--- src/rtl/layer3_fetch.sv ---
// Layer-3 activation fetcher: streams every layer-2 temp-buffer entry, in index order,
// to the layer-3 PU through a 2-entry skid FIFO, then clears the buffer.
module layer3_fetch #(
   parameter int DEPTH      = 64,
   parameter int DATA_WIDTH = 8
) (
   input  logic                  clk_i,
   input  logic                  rst_i,
   input  logic                  start_i,
   output logic                  temp_rd_en_o,
   output logic [5:0]            temp_rd_addr_o,
   input  logic [DATA_WIDTH-1:0] temp_data_i,
   output logic                  temp_clear_o,
   output logic [DATA_WIDTH-1:0] x_o,
   output logic [5:0]            x_idx_o,
   output logic                  x_valid_o,
   input  logic                  x_ready_i,
   output logic                  x_last_o,
   output logic                  busy_o,
   output logic                  done_o
);

   localparam int AW = 6;
   localparam logic [AW-1:0] LAST_IDX = AW'(DEPTH - 1);

   typedef enum logic [1:0] {
      IDLE   = 2'd0,
      READ   = 2'd1,
      FINISH = 2'd2
   } state_t;

   state_t                state_r;
   logic [AW-1:0]         rd_cnt_r;
   logic                  rd_all_r;
   logic                  inflight_r;
   logic [AW-1:0]         pend_idx_r;
   logic [DATA_WIDTH-1:0] fifo_data_r [2];
   logic [AW-1:0]         fifo_idx_r  [2];
   logic                  head_r;
   logic [1:0]            count_r;
   logic                  busy_r;
   logic                  done_r;

   logic                  pop_s;
   logic                  tail_s;
   logic [2:0]            occ_s;
   logic                  rd_en_s;

   // Read issue: never let FIFO entries plus the read in flight exceed two slots.
   always_comb begin
      pop_s  = (count_r != 2'd0) && x_ready_i;
      tail_s = head_r ^ count_r[0];
      occ_s  = {1'b0, count_r} + {2'b00, inflight_r} - {2'b00, pop_s};
      if ((state_r == READ) && !rd_all_r && (occ_s < 3'd2)) begin
         rd_en_s = 1'b1;
      end else begin
         rd_en_s = 1'b0;
      end
   end

   assign temp_rd_en_o   = rd_en_s;
   assign temp_rd_addr_o = rd_cnt_r;
   assign temp_clear_o   = done_r;
   assign done_o         = done_r;
   assign busy_o         = busy_r;
   assign x_valid_o      = (count_r != 2'd0);
   assign x_o            = fifo_data_r[head_r];
   assign x_idx_o        = fifo_idx_r[head_r];
   assign x_last_o       = x_valid_o && (x_idx_o == LAST_IDX);

   // Control FSM, read counter, in-flight tracking and FIFO storage.
   always_ff @(posedge clk_i) begin
      if (rst_i) begin
         state_r    <= IDLE;
         rd_cnt_r   <= {AW{1'b0}};
         rd_all_r   <= 1'b0;
         inflight_r <= 1'b0;
         pend_idx_r <= {AW{1'b0}};
         head_r     <= 1'b0;
         count_r    <= 2'd0;
         busy_r     <= 1'b0;
         done_r     <= 1'b0;
         for (int i = 0; i < 2; i++) begin
            fifo_data_r[i] <= {DATA_WIDTH{1'b0}};
            fifo_idx_r[i]  <= {AW{1'b0}};
         end
      end else begin
         // Buffer data returns one cycle after the read; its index travels alongside.
         inflight_r <= rd_en_s;
         if (rd_en_s) begin
            pend_idx_r <= rd_cnt_r;
            if (rd_cnt_r == LAST_IDX) begin
               rd_all_r <= 1'b1;
            end else begin
               rd_cnt_r <= rd_cnt_r + 6'd1;
            end
         end
         if (inflight_r) begin
            fifo_data_r[tail_s] <= temp_data_i;
            fifo_idx_r[tail_s]  <= pend_idx_r;
         end
         head_r  <= head_r ^ pop_s;
         count_r <= count_r + {1'b0, inflight_r} - {1'b0, pop_s};

         case (state_r)
            IDLE: begin
               done_r <= 1'b0;
               if (start_i) begin
                  state_r  <= READ;
                  busy_r   <= 1'b1;
                  rd_cnt_r <= {AW{1'b0}};
                  rd_all_r <= 1'b0;
               end
            end
            READ: begin
               if (pop_s && x_last_o) begin
                  state_r <= FINISH;
                  done_r  <= 1'b1;
               end
            end
            FINISH: begin
               state_r <= IDLE;
               busy_r  <= 1'b0;
               done_r  <= 1'b0;
            end
            default: begin
               state_r <= IDLE;
               busy_r  <= 1'b0;
               done_r  <= 1'b0;
            end
         endcase
      end
   end

endmodule

--- config.mk ---
export PLATFORM = sky130hd
export DESIGN_NAME = layer3_fetch
export DESIGN_NICKNAME = d
export VERILOG_FILES = /design/src/rtl/layer3_fetch.sv
export SDC_FILE = /design/constraint.sdc
export NUM_CORES = 1
export LEC_CHECK = 0
export CORE_MARGIN = 10
export CORE_UTILIZATION = 45
export CTS_CLUSTER_DIAMETER = 40
export DETAILED_ROUTE_END_ITERATION = 12
export DONT_BUFFER_PORTS = 1
export SKIP_LAST_GASP = 1
export SLEW_MARGIN = 10
export SYNTH_ARGS = -nofsm -noshare
export SYNTH_HDL_FRONTEND = slang
export SYNTH_SLANG_ARGS = --single-unit
--- constraint.sdc ---
create_clock -name clk_i -period 8.2 [get_ports clk_i]
set_input_delay 1.64 -clock clk_i [delete_from_list [all_inputs] [get_ports clk_i]]
set_output_delay 1.64 -clock clk_i [all_outputs]
set_load 0.02 [all_outputs]
Word level (Yosys, flattened, before mapping)
Memory sizes are Yosys's and may differ from the RTL's. A register that Yosys moved wholly into a read port is not among the register bits. Cells that the tools add are included.

$add $sub $neg: 5. Order comparisons: 1. Eq/ne operators: 5. Muxes and demuxes: 27. Bitwise logic cells: 3. Reductions and logical operators: 13.

Operators with widths (number): 6-bit two-way mux (5); 1-bit two-way mux (17); 6-bit equality test, second input constant (2); 8-bit two-way mux (1); 8-bit OR reduction (1); 6-bit by 1-bit adder with 6-bit output, second input constant (1); 6-bit OR reduction (1); 1-bit logical AND (5); 2-bit two-way mux (2); 2-bit one-hot mux with 2 select lines (1); 2-bit AND reduction (2); 2-bit by 1-bit adder with 3-bit output (1); 3-bit by 2-bit < comparator with 1-bit output, second input constant (1); 3-bit by 1-bit subtractor with 3-bit output (1); 2-bit by 1-bit adder with 2-bit output (1); 2-bit by 1-bit equality test with 1-bit output, second input constant (1); 2-bit zero test (1); 2-bit by 1-bit inequality test with 1-bit output, second input constant (1); 2-bit inequality test, second input constant (1); 1-bit one-hot mux with 2 select lines (1); 2-bit nonzero test (1); 2-bit OR reduction (1); 2-bit by 1-bit subtractor with 2-bit output (1); 1-bit XOR (2); 2 further kinds (2).

Register bits: 21. RAM bits: 28. Bits of input ports: 12. Memories: 2.

Memories: fifo_data_r (depth 2, width 8, read ports 1, clocked after Yosys merged registers in 1, wr ports 2, line 37) `logic [DATA_WIDTH-1:0] fifo_data_r [2];`; fifo_idx_r (depth 2, width 6, read ports 1, clocked after Yosys merged registers in 1, wr ports 2, line 38) `logic [AW-1:0] fifo_idx_r [2];`.

Longest topological paths before layout
Gate-level depths: netlist (run 1).

Depth in word-level cells: 9. Depth in mapped cells: 13.

Least setup slack after synthesis (run 1)
Ideal clock, no wire load.

Kind: input to output. From: input port x_ready_i. To: output port temp_rd_en_o. Data arrival time: 3.207 ns. Required time: 6.560 ns. Slack: 3.353 ns. Stages on the path: 10. Buffers on the path: 0. Cells stage by stage: nand2_1 -> inv_1 -> ha_1 -> inv_1 -> ha_1 -> inv_1 -> fa_1 -> and4bb_4 -> nand2_2 -> clkinv_2.

Longest elaborated chain between the ends: 5.

RTL lines: start, declared (line 17) `input logic x_ready_i,`; 1-bit logical AND (line 51) `pop_s = (count_r != 2'd0) && x_ready_i;`; 3-bit by 1-bit subtractor with 3-bit output (line 53) `occ_s = {1'b0, count_r} + {2'b00, inflight_r} - {2'b00, pop_s};`; 3-bit by 2-bit < comparator with 1-bit output (line 54) `if ((state_r == READ) && !rd_all_r && (occ_s < 3'd2)) begin`; 1-bit logical AND (line 54); 1-bit two-way mux (line 54); end, declared (line 10) `output logic temp_rd_en_o,`.

No other way between the ends.

Worst setup path in the final report (run 1)
Same ends and word-level chain as after synthesis.

==> metrics.cfg, run 1 <==
[drt]
drc = 0
vias = 1297
drt_iter0_drc = 89
drt-vias-per-instance = 5.17
dr.pass1.iters = 4
wl_per_cell_um = 16.2
routed_wl_um = 4070
drtAntennaViolNets = 0

[power_and_ir_drop]
power_density_nw_per_um2 = 268
clockPowerShare = 0.210
switching_share = 0.350
power_mw = 0.627
ir_worst_vdd_mv = 0.131
comb_power_share = 0.289
intPower_mw = 0.408
netSwitchingPower_mw = 0.219
seqPwrFrac = 0.501
p_leak_nw = 0.867

[final_layout]
drive_gt1_frac = 0.152
fill_cells = 447
nNetsFinal = 199
area_growth_pct = 5.12
multi_input_area_um2 = 886
diodes = 0
seq_area_um2 = 1260
final_util = 0.491

[timing]
hold_viol_final = 0
fin_worst_skew_ns = 0.00322
rsz0062_at_grt = false
setup_viol = 0
max_freq_mhz = 196
tightest_slew_ns = 0.825
fin_crit_sh = 0.622
whs_ns = 0.476
slew-limit-headroom = 0.449
finalCriticalPeriod_ns = 5.10
maxSlewViolCount = 0
fin_tns_setup_ns = 0

[synthesis]
synthMuxAreaShare = 0.0698
synth_flop_cell = edfxtp_1
synth-simple-area-share = 0.208
syn-cell-area_um2 = 2220
synth_top_family_by_area = simple AND/OR/NAND/NOR gates
syn_avg_cell_area_um2 = 12.1
synth_nets = 199
synth_edf_count = 28
seq_area_frac_synth = 0.568
synth_warnings = 0
ys_ff_latch = 49
synth-xor-area-share = 0.0231
async_reset_ff_frac = 0
syn-instance-count = 183
synthAdderAreaFrac = 0.0259
synth_compound_area_frac = 0.0721
ys_types = 45

[clock_tree]
clockBufferDepth = 2
post_cts_resize_count = 0
post_cts_buffers = 0
cts_tree = built
cts.sinks = 49
cts_hold_buf = 0
clkTransAtPathRegs_ns = 0.08
cts_root_buffer = clkbuf_8
insertion_delay_ns = 0.29
cts_htree_levels = 2
cts_buffers = 5

[placement]
hpwlAfterDp_um = 2940
gp_congestion = 0.779
io_buffers = 0

[global_route]
grt_pass1_vias = 1325
grt_pass1_wl_um = 6660
antenna_found_initial = 0
grt_max_degree = 21
overflow = 0
track_usage = 0.102

[worst_setup_path]
worstSetupPathType = input pin to output port
cp.depth = 10
reg2reg_to = temp_rd_addr_o[3]
cp_num_buf_inv = 4
worstPathCellList = nand2_1 -> inv_1 -> ha_1 -> inv_1 -> ha_1 -> inv_1 -> fa_1 -> and4bb_4 -> nand2_2 -> clkinv_2
cp.arrival_ns = 3.46
endpoint = temp_rd_en_o
critPathRequiredTime_ns = 6.56
crit_fanout = 11
crit_slowest_cell = fa_1
crit_top_cell = inv_1
r2r_start = count_r[1]
reg2reg_depth = 13
critPathCaptureType = output port
cpLargestDelayFamily = adder cells
max_stage_delay_ns = 0.51
start_kind = input pin
ff2ff_setup_slack_ns = 5.20
crit_path_start = x_ready_i

[floorplanning]
core-area_um2 = 4750
die_x_um = 90.3
initial_core_util = 0.467
fp.dieArea_um2 = 8150
rows = 25
die_y_um = 90.3
ios = 38

[run_status]
outcome = finished clean

[min_path]
hold_class = register to register

[run]
maxCapViolations = 0

placed cells by master (no fill, tap or decap), types with 3 or more instances in the layout:
cell	instances
inv_1	5
nor2_1	8
nand2_1	16
ha_1	3
a21o_1	3
a21oi_1	7
or2_1	3
mux2_2	12
and2_1	28
edfxtp_1	28
dfxtp_1	21
nor2b_1	4
clkbuf_8	5
power groups by stage:
stage	sequential (mW)	combinational, mW	clock (mW)
global placement	0.319	0.178	0
detailed placement	0.321	0.182	0
CTS	0.315	0.184	0.136
global route	0.320	0.198	0.146
finish	0.314	0.181	0.132
floorplan	0.304	0.179	0
per-stage QoR:
step	setup slack [ns]	std cells	instance area (µm²)
CTS	3.11	251	2340
floorplan	3.35	183	2220
detailed placement	3.13	243	2250
global route	2.95	251	2340
global placement	3.16	243	2250
finish	3.10	251	2340
layer usage:
| metal | track usage | up-vias | wire [µm] |
|---|---|---|---|
| met5 | 0 | - | 0 |
| met4 | 0.0424 | 0 | 67 |
| met3 | 0.0366 | 6 | 260 |
| met2 | 0.160 | 34 | 1880 |
| met1 | 0.123 | 617 | 1860 |
| li1 | - | 640 | - |
worst min path at each step:
stage / from / to / cells after the start
after floorplan: pend_idx_r[0] / pend_idx_r[0] / 2
after global placement: pend_idx_r[3] / pend_idx_r[3] / 2
after detailed placement: pend_idx_r[1] / pend_idx_r[1] / 2
after CTS: pend_idx_r[1] / pend_idx_r[1] / 2
after global routing: pend_idx_r[1] / pend_idx_r[1] / 2
final: pend_idx_r[1] / pend_idx_r[1] / 2
cell families (layout without fill, tap and decap cells):
group / after synthesis / after routing
adders and majority gates: 4 / 4
DFF: 49 / 49
xor gates and xnor gates: 5 / 5
AOI/OAI and AO/OA: 22 / 22
and+or+nand+nor: 76 / 76
muxes: 14 / 14
buffers and inverters: 13 / 14
Yosys cell counts, drive strengths merged, types with 4 or more instances:
cell    instances  area, µm²
and2           28        175
edfxtp         28        841
dfxtp          21        420
nand2          17       66.3
mux2           12        135
nor2            8       30.0
a21oi           7       35.0
buf             6       47.5
inv             5       18.8
nor2b           4       25.0
tightest hold or removal path: cells and delay by family (launching register included):
family          cells  cell delay (ns)
flops               1             0.33
simple gates        1             0.06
compound gates      1             0.06
flip-flops by register name, summed over array words and instances, names as in the netlist:
| name | count |
|---|---|
| pend_idx_r | 6 |
| temp_rd_addr_o | 6 |
| inflight_r | 1 |
| head_r | 1 |
| fifo_idx_r | 12 |
| state_r | 2 |
| fifo_data_r | 16 |
| done_o | 1 |
| count_r | 2 |
| rd_all_r | 1 |
| busy_o | 1 |
area by class of cell:
class / instances / area share
multi-input cells: 121 / 0.379
clock buffers: 5 / 0.0295
flip-flops and latches: 49 / 0.540
well taps: 67 / 0.0359
clock inverters: 3 / 0.00536
inverters: 6 / 0.0102
Note: power is estimated with default switching activity, not from simulation.
==> run 2, diff against run 1 <==
clock period = 4.35 ns   (was 8.2 ns; I/O delays follow)
==> run 2 against run 1 <==
Effect of this change:
- global-route usage is 0.24 points lower
- count of clock-buffer cells in the layout rose by 1
- sequential power rose by 89%
- final area hardly changed
- via count down 3.2%
- combinational power up 87%
- cell count did not move
- largest power group unchanged
- register-to-register slack lost 3.8 ns
==> metrics.cfg, run 2 (synthesis results as in run 1) <==
[clock_tree]
cts.sinks = 49  ; unchanged
insertion_delay_ns = 0.30  ; was 0.29 ns
post_cts_resize_count = 0  ; unchanged
cts_hold_buf = 0  ; unchanged
cts_buffers = 5  ; unchanged
cts_htree_levels = 2  ; unchanged
cts_tree = built  ; unchanged
clkTransAtPathRegs_ns = 0.08  ; about the same
clockBufferDepth = 2  ; unchanged
cts_root_buffer = clkbuf_8  ; unchanged
post_cts_buffers = 0  ; unchanged

[final_layout]
diodes = 0  ; unchanged
reg_top3 = fifo_data_r (16), fifo_idx_r (12)  ; unchanged
largest-register = fifo_data_r  ; unchanged
fill_cells = 446  ; was 447
drive_gt1_frac = 0.158  ; was 0.152
nNetsFinal = 199  ; unchanged
mostFrequentLayoutCells = and2_1, edfxtp_1, dfxtp_1  ; unchanged
area_growth_pct = 5.18  ; was 5.12%
largest_reg_flops = 16  ; unchanged
final_area_um2 = 2340  ; about the same

[power_and_ir_drop]
power_density_nw_per_um2 = 506  ; was 268 nW/µm²
power_mw = 1.18  ; was 0.627 mW
p_leak_nw = 0.869  ; was 0.867 nW
ir_worst_vdd_mv = 0.256  ; was 0.131 mV

[global_route]
track_usage = 0.0994  ; was 0.102
grt_pass1_vias = 1303  ; was 1,325
grt_pass1_wl_um = 6600  ; was 6660 µm
antenna_found_initial = 0  ; unchanged
grt_max_degree = 21  ; unchanged
overflow = 0  ; unchanged

[drt]
drtAntennaViolNets = 0  ; unchanged
wl_per_cell_um = 15.6  ; was 16.2 µm
drt_iter0_drc = 70  ; was 89
routed_wl_um = 3920  ; was 4070 µm
vias = 1255  ; was 1,297
dr.pass1.iters = 4  ; unchanged
drt-vias-per-instance = 5.00  ; was 5.17
drc = 0  ; unchanged

[timing]
finalCriticalPeriod_ns = 3.74
fin_worst_skew_ns = 0.00493  ; was 0.00322 ns
whs_ns = 0.467  ; was 0.476 ns
hold_viol_final = 0  ; unchanged
setup_viol = 0  ; unchanged
rsz0062_at_grt = false  ; unchanged
max_freq_mhz = 268
fin_crit_sh = 0.859
fin_ws_ns = 0.612  ; was 3.10 ns
tightest_slew_ns = 0.837  ; was 0.825 ns
fin_tns_setup_ns = 0  ; unchanged
maxSlewViolCount = 0  ; unchanged
slew-limit-headroom = 0.441  ; was 0.449

[placement]
gp_congestion = 0.770  ; was 0.779
io_buffers = 0  ; unchanged
hpwlAfterDp_um = 2830  ; was 2940 µm
place_ws_ns = 0.795  ; was 3.13 ns
placed_cell_area_um2 = 2250  ; unchanged

[floorplanning]
core-area_um2 = 4750  ; unchanged
initial_core_util = 0.467  ; unchanged
fp.dieArea_um2 = 8150  ; unchanged
rows = 25  ; unchanged
die_y_um = 90.3  ; unchanged
ios = 38  ; unchanged
die_x_um = 90.3  ; unchanged

[worst_setup_path]
crit_fanout = 11  ; unchanged
cp.arrival_ns = 2.87  ; was 3.46 ns
worstSetupPathType = register to output port  ; was input pin to output port
critPathCaptureType = output port  ; unchanged
critPathRequiredTime_ns = 3.48  ; was 6.56 ns
ff2ff_setup_slack_ns = 1.36  ; was 5.20 ns
start_kind = register  ; was input pin

[run]
maxCapViolations = 0  ; unchanged

[run_status]
outcome = finished clean  ; unchanged

[min_path]
hold_class = register to register  ; unchanged

-- run 2: worst paths after layout --
check                      endpoint  cells after the start     startpoint
hold reg to reg       pend_idx_r[1]                      2  pend_idx_r[1]
setup / recovery       temp_rd_en_o                     11     count_r[1]
setup reg to reg  temp_rd_addr_o[3]                     13     count_r[1]
hold / removal        pend_idx_r[1]                      2  pend_idx_r[1]
-- run 2: where the power goes --
part	leakage [nW]	internal, mW	switching [mW]	total, mW
logic	0.364	0.126	0.212	0.338
clock network	0.0450	0.112	0.141	0.252
registers	0.460	0.534	0.0584	0.593
total	0.869	0.771	0.411	1.18
-- run 2: final cells by class --
type                    count  area (µm²)  share of cell area
clock inverters             2        10.0             0.00428
flip-flops and latches     49        1260               0.540
well taps                  67        83.8              0.0359
multi-input cells         121         886               0.379
clock buffers               6        72.6              0.0310
inverters                   6        23.8              0.0102
-- run 2: critical path: stages, from the launching register on --
cell and delay (ns):
dfxtp_1 0.36, or2_1 0.33, nand2_1 0.14, inv_1 0.08, ha_1 0.27, inv_1 0.06
ha_1 0.14, inv_1 0.05, fa_1 0.50, and4bb_4 0.28, nand2_2 0.16, clkinv_2 0.20
-- run 2: metrics by stage --
step | cells | utilization
2_1_floorplan | 183 | -
3_3_place_gp | 243 | 0.474
3_5_place_dp | 243 | 0.474
4_1_cts | 251 | 0.492
5_1_grt | 251 | 0.492
6_report | 251 | 0.492
-- run 2: routing by layer --
| metal | part of all wire | vias to the layer above | track usage |
|---|---|---|---|
| met2 | 0.47 | 26 | 0.157 |
| met3 | 0.046 | 6 | 0.0357 |
| li1 | - | 640 | - |
| met5 | 0 | - | 0 |
| met4 | 0.011 | 0 | 0.0385 |
| met1 | 0.48 | 583 | 0.120 |
==> run 3, diff against run 2 <==
RECOVER_POWER = 50   (was not set)
clock period = 4 ns   (was 4.35 ns; I/O delays follow)
==> run 3 against run 2 <==
Effect of this change:
- combinational power rose by 7.1%
- first-iteration DRC count rose by 37%
- via count rose by 2.3%
- register-to-register slack got worse by 0.33 ns
- non-clock buffer count rose by 1
- critical path type unchanged
- highest routed layer unchanged
==> metrics.cfg, run 3 (synthesis results as in run 1) <==
[run_status]
outcome = finished clean  ; unchanged

[power_and_ir_drop]
ir_worst_vdd_mv = 0.266  ; was 0.256 mV
power_mw = 1.35  ; was 1.18 mW
p_leak_nw = 0.862  ; was 0.869 nW
power_density_nw_per_um2 = 570  ; was 506 nW/µm²

[worst_setup_path]
worstPathCellList = or2_1 -> nand2_1 -> inv_1 -> ha_1 -> inv_1 -> ha_1 -> inv_1 -> fa_1 -> and4bb_4 -> nand2_2 -> clkinv_2  ; unchanged
cp.arrival_ns = 2.87  ; about the same
critPathCaptureType = output port  ; unchanged
start_kind = register  ; unchanged
reg2reg_to = temp_rd_addr_o[3]  ; unchanged
crit_fanout = 11  ; unchanged
critPathRequiredTime_ns = 3.20  ; was 3.48 ns
worstSetupPathType = register to output port  ; unchanged
max_stage_delay_ns = 0.50  ; about the same
crit_top_cell = inv_1  ; unchanged
reg2reg_depth = 13  ; unchanged
ff2ff_setup_slack_ns = 1.03  ; was 1.36 ns
r2r_start = count_r[1]  ; unchanged
crit_slowest_cell = fa_1  ; unchanged

[global_route]
grt_pass1_wl_um = 6800  ; was 6600 µm
overflow = 0  ; unchanged
grt_max_degree = 21  ; unchanged
antenna_found_initial = 0  ; unchanged
track_usage = 0.104  ; was 0.0994
grt_pass1_vias = 1311  ; was 1,303

[timing]
slew-limit-headroom = 0.454  ; was 0.441
maxSlewViolCount = 0  ; unchanged
fin_crit_sh = 0.918
fin_tns_setup_ns = 0  ; unchanged
whs_ns = 0.467  ; about the same
hold_viol_final = 0  ; unchanged
setup_viol = 0  ; unchanged
finalCriticalPeriod_ns = 3.67
rsz0062_at_grt = false  ; unchanged
fin_ws_ns = 0.329  ; was 0.612 ns
tightest_slew_ns = 0.817  ; was 0.837 ns
fin_worst_skew_ns = 0.00296  ; was 0.00493 ns
max_freq_mhz = 272

[clock_tree]
clkTransAtPathRegs_ns = 0.08  ; about the same
insertion_delay_ns = 0.30  ; about the same
post_cts_resize_count = 0  ; unchanged
cts_hold_buf = 0  ; unchanged
cts_buffers = 5  ; unchanged
cts_tree = built  ; unchanged
cts_htree_levels = 2  ; unchanged
post_cts_buffers = 0  ; unchanged
cts_root_buffer = clkbuf_8  ; unchanged
cts.sinks = 49  ; unchanged
clockBufferDepth = 2  ; unchanged

[floorplanning]
ios = 38  ; unchanged
core-area_um2 = 4750  ; unchanged
die_y_um = 90.3  ; unchanged
fp.dieArea_um2 = 8150  ; unchanged
initial_core_util = 0.467  ; unchanged
die_x_um = 90.3  ; unchanged
rows = 25  ; unchanged

[drt]
drc = 0  ; unchanged
wl_per_cell_um = 16.0  ; was 15.6 µm
vias = 1284  ; was 1,255
drt-vias-per-instance = 5.10  ; was 5.00
routed_wl_um = 4040  ; was 3920 µm
dr.pass1.iters = 4  ; unchanged
drtAntennaViolNets = 0  ; unchanged
drt_iter0_drc = 96  ; was 70

[final_layout]
nNetsFinal = 200  ; was 199
stdcell_count = 252  ; was 251
multi_input_area_um2 = 881  ; was 886 µm²
final_common_cell = edfxtp_1
diodes = 0  ; unchanged
drive_gt1_frac = 0.130  ; was 0.158
final_area_um2 = 2360  ; was 2340 µm²
reg_top3 = fifo_data_r (16), fifo_idx_r (12)  ; unchanged
final_util = 0.497  ; was 0.492
seq_area_um2 = 1260  ; unchanged
largest_reg_flops = 16  ; unchanged
mostFrequentLayoutCells = edfxtp_1, dfxtp_1, and2_0  ; was and2_1, edfxtp_1, dfxtp_1
largest-register = fifo_data_r  ; unchanged
fill_cells = 458  ; was 446
area_growth_pct = 6.36  ; was 5.18%

[run]
maxCapViolations = 0  ; unchanged

[min_path]
min_to = pend_idx_r[1]  ; unchanged
hp-start = pend_idx_r[1]  ; unchanged
hold_class = register to register  ; unchanged
hold-path-cell-count = 2  ; unchanged

[placement]
placed_cells = 244  ; was 243
gp_congestion = 0.774  ; was 0.770
place_ws_ns = 0.588  ; was 0.795 ns
io_buffers = 0  ; unchanged
placed_cell_area_um2 = 2260  ; was 2250 µm²
hpwlAfterDp_um = 2950  ; was 2830 µm

run 3: final cells by class:
cell class | count | share of cell area
Sequential cell | 49 | 0.534
Clock inverter | 3 | 0.0175
Clock buffer | 5 | 0.0291
Inverter | 6 | 0.0101
Tap cell | 67 | 0.0355
Multi-Input combinational cell | 121 | 0.373
Timing Repair Buffer | 1 | 0.00159
run 3: how the worst max path moves through the flow:
stage          slack (ns)           end  depth (start not counted)  startpoint
4_1_cts              0.30  temp_rd_en_o                         11  count_r[1]
2_1_floorplan        0.83  temp_rd_en_o                         10   x_ready_i
5_1_grt              0.13  temp_rd_en_o                         11  count_r[1]
3_5_place_dp         0.59  temp_rd_en_o                         10   x_ready_i
3_3_place_gp         0.64  temp_rd_en_o                         10   x_ready_i
6_report             0.33  temp_rd_en_o                         11  count_r[1]
run 3: critical path: cells and delay by family, from the launching register on:
kind | cells | cell delay (ns)
adders and majority gates | 3 | 0.89
buffers and inverters | 4 | 0.37
DFF | 1 | 0.37
and+or+nand+nor | 4 | 0.91
run 3: where the power goes:
part           internal (mW)  leakage, nW  switching (mW)
registers              0.581        0.460          0.0627
logic                  0.132        0.350           0.230
clock network          0.184       0.0518           0.157
total                  0.897        0.862           0.450
run 3: per-layer routing:
layer  part of all wire  global-route usage
met1               0.44               0.124
met5                  0                   0
met3              0.060              0.0407
met4              0.010              0.0438
met2               0.49               0.162
